### src/rtl/wb_pkg.sv
// Shared constants and types for the register-file write-port arbiter.
// Both wb_scoreboard and wb_port_arbiter import this package.
package wb_pkg;

  localparam int         XLEN_DEFAULT = 32;
  localparam logic [4:0] REG_X0       = 5'd0;

  typedef enum logic [1:0] {
    GNT_NONE = 2'd0,
    GNT_PIPE = 2'd1,
    GNT_MC   = 2'd2
  } grant_e;

  // One-hot register bit for scoreboard set/clear.
  function automatic logic [31:0] rd_bit(input logic [4:0] rd);
    rd_bit = 32'd1 << rd;
  endfunction

endpackage

### src/rtl/wb_scoreboard.sv
// Busy scoreboard and outstanding-operation counter for the multi-cycle unit.
// Holds busy_mask, the outstanding count, mc_issue_ready and the sticky overflow flag.
module wb_scoreboard
  import wb_pkg::*;
#(
  parameter int MAX_OUT = 4
) (
  input  logic        clk,
  input  logic        rst,
  input  logic        issue,
  input  logic [4:0]  issue_rd,
  input  logic        accept,
  input  logic [4:0]  accept_rd,
  output logic [31:0] busy_mask,
  output logic        issue_ready
);

  localparam logic [4:0] MAX_CNT = 5'(MAX_OUT);

  logic [4:0]  out_cnt_r;
  logic        err_ovf_r;
  logic        issue_ok_s;
  logic        dec_s;
  logic [4:0]  cnt_next_s;
  logic [31:0] busy_next_s;

  // Next-state for count and mask; a slot freed by an accept this cycle may be reused at once.
  always_comb begin
    issue_ok_s  = issue && (issue_ready || accept);
    dec_s       = accept && (out_cnt_r != 5'd0);
    cnt_next_s  = out_cnt_r;
    busy_next_s = busy_mask;
    if (issue_ok_s && !dec_s) begin
      cnt_next_s = out_cnt_r + 5'd1;
    end else if (!issue_ok_s && dec_s) begin
      cnt_next_s = out_cnt_r - 5'd1;
    end else begin
      cnt_next_s = out_cnt_r;
    end
    busy_next_s = accept ? (busy_next_s & ~rd_bit(accept_rd)) : busy_next_s;
    busy_next_s = (issue_ok_s && (issue_rd != REG_X0)) ? (busy_next_s | rd_bit(issue_rd))
                                                        : busy_next_s;
    busy_next_s[0] = 1'b0;
  end

  // Scoreboard state registers.
  always_ff @(posedge clk or posedge rst) begin
    if (rst) begin
      busy_mask   <= 32'd0;
      out_cnt_r   <= 5'd0;
      issue_ready <= 1'b1;
      err_ovf_r   <= 1'b0;
    end else begin
      busy_mask   <= busy_next_s;
      out_cnt_r   <= cnt_next_s;
      issue_ready <= (cnt_next_s < MAX_CNT);
      err_ovf_r   <= err_ovf_r | (issue && !issue_ok_s);
    end
  end

endmodule

### src/rtl/wb_port_arbiter.sv
// Arbitrates the register-file write port between pipeline writeback and the
// multi-cycle unit, pipeline first, with bounded starvation of the multi-cycle side.
module wb_port_arbiter
  import wb_pkg::*;
#(
  parameter int XLEN         = XLEN_DEFAULT,
  parameter int STARVE_LIMIT = 4,
  parameter int MAX_OUT      = 4
) (
  input  logic            clk,
  input  logic            rst,
  input  logic            pipe_we,
  input  logic [4:0]      pipe_rd,
  input  logic [XLEN-1:0] pipe_wd,
  output logic            pipe_stall,
  input  logic            mc_issue,
  input  logic [4:0]      mc_issue_rd,
  output logic            mc_issue_ready,
  input  logic            mc_valid,
  input  logic [4:0]      mc_rd,
  input  logic [XLEN-1:0] mc_wd,
  output logic            mc_ready,
  output logic [31:0]     busy_mask,
  output logic            rf_we,
  output logic [4:0]      rf_a3,
  output logic [XLEN-1:0] rf_wd3
);

  localparam logic [3:0] STARVE_MAX = 4'(STARVE_LIMIT);

  grant_e     grant_s;
  logic [3:0] starve_cnt_r;

  // Grant selection; nothing is granted while reset is asserted.
  always_comb begin
    grant_s = GNT_NONE;
    if (rst) begin
      grant_s = GNT_NONE;
    end else if (mc_valid && (!pipe_we || (starve_cnt_r >= STARVE_MAX))) begin
      grant_s = GNT_MC;
    end else if (pipe_we) begin
      grant_s = GNT_PIPE;
    end else begin
      grant_s = GNT_NONE;
    end
  end

  // Write-port mux and handshake outputs.
  always_comb begin
    rf_a3  = REG_X0;
    rf_wd3 = '0;
    case (grant_s)
      GNT_PIPE: begin
        rf_a3  = pipe_rd;
        rf_wd3 = pipe_wd;
      end
      GNT_MC: begin
        rf_a3  = mc_rd;
        rf_wd3 = mc_wd;
      end
      default: begin
        rf_a3  = REG_X0;
        rf_wd3 = '0;
      end
    endcase
    rf_we      = (grant_s != GNT_NONE) && (rf_a3 != REG_X0);
    mc_ready   = (grant_s == GNT_MC);
    pipe_stall = (grant_s == GNT_MC) && pipe_we;
  end

  // Starvation counter: counts consecutive lost cycles of a pending result.
  always_ff @(posedge clk or posedge rst) begin
    if (rst) begin
      starve_cnt_r <= 4'd0;
    end else if (!mc_valid || (grant_s == GNT_MC)) begin
      starve_cnt_r <= 4'd0;
    end else if (starve_cnt_r < STARVE_MAX) begin
      starve_cnt_r <= starve_cnt_r + 4'd1;
    end else begin
      starve_cnt_r <= starve_cnt_r;
    end
  end

  wb_scoreboard #(
    .MAX_OUT(MAX_OUT)
  ) u_sb (
    .clk        (clk),
    .rst        (rst),
    .issue      (mc_issue),
    .issue_rd   (mc_issue_rd),
    .accept     (mc_ready),
    .accept_rd  (mc_rd),
    .busy_mask  (busy_mask),
    .issue_ready(mc_issue_ready)
  );

endmodule

### config.mk
export PLATFORM = sky130hd
export DESIGN_NAME = wb_port_arbiter
export DESIGN_NICKNAME = d
export VERILOG_FILES = /design/src/rtl/wb_pkg.sv /design/src/rtl/wb_scoreboard.sv /design/src/rtl/wb_port_arbiter.sv
export SDC_FILE = /design/constraint.sdc
export NUM_CORES = 1
export LEC_CHECK = 0
export BUFFER_PORTS_ARGS = -buffer_cell sky130_fd_sc_hd__buf_2
export CAP_MARGIN = 30
export CORE_UTILIZATION = 43
export DETAILED_ROUTE_END_ITERATION = 16
export GPL_ROUTABILITY_DRIVEN = 0
export PLACE_DENSITY = 0.81
export SLEW_MARGIN = 20
export SYNTH_ARGS = -nofsm -noshare
export SYNTH_HDL_FRONTEND = slang
export SYNTH_HIERARCHICAL = 1
export SYNTH_SLANG_ARGS = --single-unit
### constraint.sdc
create_clock -name clk -period 2.6 [get_ports clk]
set_input_delay 0.13 -clock clk [delete_from_list [all_inputs] [get_ports clk]]
set_output_delay 0.13 -clock clk [all_outputs]
set_load 0.1 [all_outputs]
# After elaboration in Yosys (flattened, before gate mapping)

Cells that the tools add are included.

Register bits: 41
Latch bits: 0
Memory bits (writable): 0
Bits in read-only memories: 0
Input port bits: 84
Output and inout bits: 73
Word-level logic and storage cells: 48
Memories: 0

Add/sub/neg operators: 3
Multiply operators: 0
Div/mod/pow operators: 0
Order comparisons: 3
Eq/ne operators: 2
Shift-type cells: 2
Mux-type cells: 11
Bitwise logic cells: 3
Reductions and logical operators: 20

Operators by type and width:

| operator             | count |
|---|---|
| $mux 32              | 2 |
| $pmux 32 s2          | 1 |
| $shl 1x5->32 const A | 2 |
| $and 32x32->32       | 1 |
| $not 32->32          | 1 |
| $or 32x32->32        | 1 |
| $reduce_bool 5->1    | 3 |
| $mux 5               | 2 |
| $pmux 5 s2           | 1 |
| $logic_and 1x1->1    | 8 |
| $mux 4               | 2 |
| $add 5x1->5 const B  | 1 |
| $lt 5x3->1 const B   | 1 |
| $sub 5x1->5 const B  | 1 |
| $add 4x1->4 const B  | 1 |
| $ge 4x3->1 const B   | 1 |
| $logic_not 1->1      | 4 |
| $lt 4x3->1 const B   | 1 |
| $mux 2               | 2 |
| $reduce_bool 2->1    | 2 |
| $logic_or 1x1->1     | 3 |
| $eq 2x1->1 const B   | 1 |
| $eq 2x2->1 const B   | 1 |
| $mux 1               | 1 |

# Longest topological paths before layout

Depth after elaboration: 13
Mapped depth: 12
Mapped depth without buffers: 11

# Cells and area by module

Netlist, hierarchy kept.

Modules (own cells, without submodules):

| module          | instances | cells an instance | area each (um^2) |
|---|---|---|---|
| wb_scoreboard   | 1         | 172               | 1741.7 |
| wb_port_arbiter | 1         | 115               | 764.5 |

# Worst setup path after synthesis

Ideal clock, no wire load.

Kind: register to output
Start point: register starve_cnt_r[2]
End point: output port rf_we
Arrival: 4.086 ns
Required time: 2.470 ns
Path slack: -1.616 ns
Cell stages (with the launch flop): 9
Path through: dfrtp_1 -> o21ai_0 -> and3_1 -> inv_1 -> ha_1 -> buf_6 -> a22oi_1 -> nor2_1 -> o21ba_1

Word-level cells in the longest chain between the ends: 9
Elaborated cells on any way between the ends: 11
Those cells by class: 1 x order compare; 2 x eq/ne; 3 x mux; 5 x reduce/logical

Ends and longest elaborated chain:

| item                   | line                  | RTL |
|---|---|---|
| from (decl)            | wb_port_arbiter.sv:32 | `logic [3:0] starve_cnt_r;` |
| from (signal assigned) | wb_port_arbiter.sv:78 | `starve_cnt_r <= starve_cnt_r + 4'd1;` |
| from (signal assigned) | wb_port_arbiter.sv:80 | `starve_cnt_r <= starve_cnt_r;` |
| $ge 4x3->1             | wb_port_arbiter.sv:39 | `end else if (mc_valid && (!pipe_we \|\| (starve_cnt_r >= STARVE_MAX))) begin` |
| $logic_or 1x1->1       | wb_port_arbiter.sv:39 |  |
| $logic_and 1x1->1      | wb_port_arbiter.sv:39 |  |
| $mux 2                 | wb_port_arbiter.sv:39 |  |
| $mux 2                 | wb_port_arbiter.sv:37 | `if (rst) begin` |
| $eq 2x2->1             | -                     |  |
| net mc_ready           | wb_port_arbiter.sv:22 | `output logic mc_ready,` |
| $pmux 5 s2             | wb_port_arbiter.sv:52 | `case (grant_s)` |
| net rf_a3[1]           | wb_port_arbiter.sv:25 | `output logic [4:0] rf_a3,` |
| $reduce_bool 5->1      | wb_port_arbiter.sv:66 | `rf_we = (grant_s != GNT_NONE) && (rf_a3 != REG_X0);` |
| $logic_and 1x1->1      | wb_port_arbiter.sv:66 |  |
| to (decl)              | wb_port_arbiter.sv:24 | `output logic rf_we,` |

The timed path passes the listed nets, and every way through them passes these cells.

# Worst setup path in the final report

Start point: register starve_cnt_r[2]
End point: output port rf_wd3[28]

Word-level cells in the longest chain between the ends: 7
Elaborated cells on any way between the ends: 8
Those cells by class: 1 x order compare; 2 x eq/ne; 3 x mux; 2 x reduce/logical

Ends and longest elaborated chain:

| item                                     | line                  | RTL |
|---|---|---|
| $ge 4x3->1 (*)                           | wb_port_arbiter.sv:39 |  |
| $logic_or 1x1->1 (*)                     | wb_port_arbiter.sv:39 |  |
| $logic_and 1x1->1 (*)                    | wb_port_arbiter.sv:39 |  |
| $mux 2 (*)                               | wb_port_arbiter.sv:39 |  |
| $mux 2 (*)                               | wb_port_arbiter.sv:37 |  |
| $eq 2x2->1 or $eq 2x1->1 (tied branches) | wb_port_arbiter.sv:52 |  |
| $pmux 32 s2 (*)                          | wb_port_arbiter.sv:52 |  |
| to (decl)                                | wb_port_arbiter.sv:26 | `output logic [XLEN-1:0] rf_wd3` |

Mark *: on every way between the ends. The rest lies on a longest branch, timed or not.

==> flow_summary.toml <==
[synth]
synth-seq-area-share = 0.410
netlist_area_um2 = 2510
synth_seq_cells = 41
synthArstFlopShare = 1.00
syn_area_per_cell_um2 = 8.73
ys_warn_count = 6
syn_nets = 379
synth-main-ff-cell = "dfrtp_1"
ys_types = 41
synthCells = 287
synth_edf_count = 0

[routing]
avgRoutedWirePerCell_um = 16.5
viasPerCell = 5.64
ant_nets = 0
vias = 2906
drt_iter0_markers = 167
route.detailed.drc = 0
wirelength_um = 8490
dr.pass1.iters = 5

[setup_path]
critical_path.most_common_cell = "buf_4"
cp_cell_sequence = "o21ai_0 > and3_2 > inv_1 > ha_4 > buf_4 > buf_6 > a22oi_1 > nor2_2 > buf_4"
startpoint_type = "flip-flop"
crit_end = "rf_wd3[28]"
path_delay_family = "buffers and inverters"
crit_path_end_kind = "primary output"
rrSetupSlack_ps = 230
timing.rr.end = "u_sb/issue_ready"
r2r-start = "starve_cnt_r[2]"
critPathSlowestCell = "dfrtp_1"
crit_start = "starve_cnt_r[2]"
worst-path-buf-inv = 4
crit_type = "flip-flop to primary output"
max_stage_delay_ps = 400
path_depth = 9
cp_max_fo = 31
required_ps = 2470
rr_worst_depth = 9
worstPathArrival_ps = 2350

[outcome]
run_status = "finished clean"

[timing]
finalSetupViolations = 0
tightestPinTransition_ps = 589
period_needed_ps = 2480
rsz0062_at_grt = "yes"
fin_skew_ps = 6.79
tns_ps = 0
max_freq_ghz = 0.403
slew_headroom = 0.608
finalCritPeriodShare = 0.953
hold_slack_ps = 210
hold_violations = 0
maxSlewViolCount = 0

[global_route]
grt_max_degree = 39
grt-ovfl-total = 0
track_usage = 0.266
met2_usage = 0.452
grt_busiest_layer = "met2"
grt_pass1_vias = 2614
use_met1 = 0.351
grt_pass1_wl_um = 12800
antenna_found_initial = 0
grt_use_met3 = 0.0535

[cts]
cts_buffers = 5
cts_tree = "built"
root_buffer = "clkbuf_8"
clockBufferDepth = 2
cts_sinks = 41
clock_latency_ps = 290
htreeDepth = 2
clkTransAtPathRegs_ps = 70

[layout]
drive_above_1_share = 0.497
n_antenna_cell = 0
fin_nets = 534
areaGrowthSynthToFinish_pct = 47.1

[placed_design]
hpwl_um = 6380
port_buffers = 155

[run]
cap_violations = 0

[power]
peakVddDrop_v = 0.000710
total_leakage_power_nw = 1.76
p_per_area_nw_per_um2 = 925

[floorplanning]
rows = 27
die_x_um = 78.3
core_area_um2 = 5570
die_h_um = 78.3
die-area_um2 = 6140
initial_core_util = 0.450
ios = 157

[min_path]
min_path_type = "primary input to flip-flop"
[placed cells by master, fill, tap and decap left out, types with 7 or more instances in the layout]
cell / synthesis / routed
inv_1: 10 / 10
dfrtp_1: 40 / 40
o21ai_1: 12 / 12
buf_2: 7 / 125
o21ai_0: 54 / 54
nor2_2: 0 / 37
nand3b_1: 11 / 11
buf_4: 4 / 26
a22oi_1: 36 / 34
nand2_1: 9 / 9
nand3_1: 7 / 7
[routing by layer]
layer | vias up | part of all wire
met1 | 1388 | 0.42
met2 | 148 | 0.51
li1 | 1360 | -
met3 | 10 | 0.063
met4 | 0 | 0.0093
met5 | - | 0
[metrics by stage]
stage / util / cells / total power [mW] / setup slack (ps) / instance area (µm²)
CTS: 0.654 / 514 / 3.41 / 27.5 / 3650
finish: 0.662 / 515 / 3.41 / 121 / 3690
detailed placement: 0.620 / 504 / 2.99 / 197 / 3460
floorplan: - / 287 / 2.60 / 65.6 / 2620
global placement: 0.620 / 504 / 2.95 / 290 / 3460
global route: 0.662 / 515 / 3.56 / -36.0 / 3690
[registers in the layout, indices dropped and copies added (netlist names)]
signal	flops
u_sb/issue_ready	1
starve_cnt_r	4
u_sb/busy_mask	31
u_sb/out_cnt_r	5
[final cells by class]
class,instances,area [µm²]
clock buffer,7,76.3
tap,72,90.1
multi-input combinational,221,1490
timing repair buffer,162,956
sequential,41,1030
clock inverter,1,7.51
fill,474,1890
inverter,11,41.3
[what timing repair did]
item | in CTS | in global routing
hold buffers | 2 | 0
endpoints found under the setup margin | 29 | 30
gates cloned | 0 | 0
resized for setup | 30 | 10
pin swaps | 0 | 1
buffers inserted | 0 | 1
hold endpoints to repair | 40 | 0
[Yosys cell counts, drive strengths merged (3+ instances only)]
cell type  count  share of area
nand2b         4          0.010
nand3b        11          0.033
ha             8          0.040
or3b           4          0.014
buf           14          0.036
a22oi         38           0.12
dfrtp         40           0.40
or3            3         0.0095
inv           11          0.016
nor2          44          0.066
o21ai         66           0.13
nand3          7          0.014
nand2          9          0.013
[cell families (layout without fill, tap and decap cells)]
kind of cell,count (synthesis),in the layout,share of synthesized area
AO/OA/AOI/OAI,114,114,0.284
AND/OR/NAND/NOR,93,93,0.194
flip-flops,41,41,0.410
buffers and inverters,25,181,0.0529
adder cells (fa/ha/maj),8,8,0.0399
XOR/XNOR,4,4,0.0140
other,1,1,0.00150
multiplexers,1,1,0.00449
[worst min-delay path by stage]
stage	startpoint	end	slack, ps	cells after the start
3_3_place_gp	rst	starve_cnt_r[0]	50	2
4_1_cts	mc_valid	starve_cnt_r[1]	190	3
5_1_grt	mc_issue_rd[0]	u_sb/busy_mask[9]	220	3
3_5_place_dp	rst	starve_cnt_r[0]	60	2
6_report	mc_valid	starve_cnt_r[3]	210	3
2_1_floorplan	rst	starve_cnt_r[0]	-90	1
[report_power, final]
group          total, mW  switching, mW  internal (mW)  leakage [nW]
clock              0.408          0.218          0.190        0.0385
sequential         0.968          0.139          0.829         0.543
combinational       2.04           1.66          0.379          1.18
total               3.41           2.01           1.40          1.76
[worst reg2reg max path, delay by kind of cell (launching register included)]
kind / cells / cell delay, ps
AO/OA/AOI/OAI: 4 / 880
AND/OR/NAND/NOR: 2 / 490
adder cells (fa/ha/maj): 2 / 450
flip-flops: 1 / 410
buffers and inverters: 1 / 90
No activity file was read; power rests on OpenSTA's default activity.
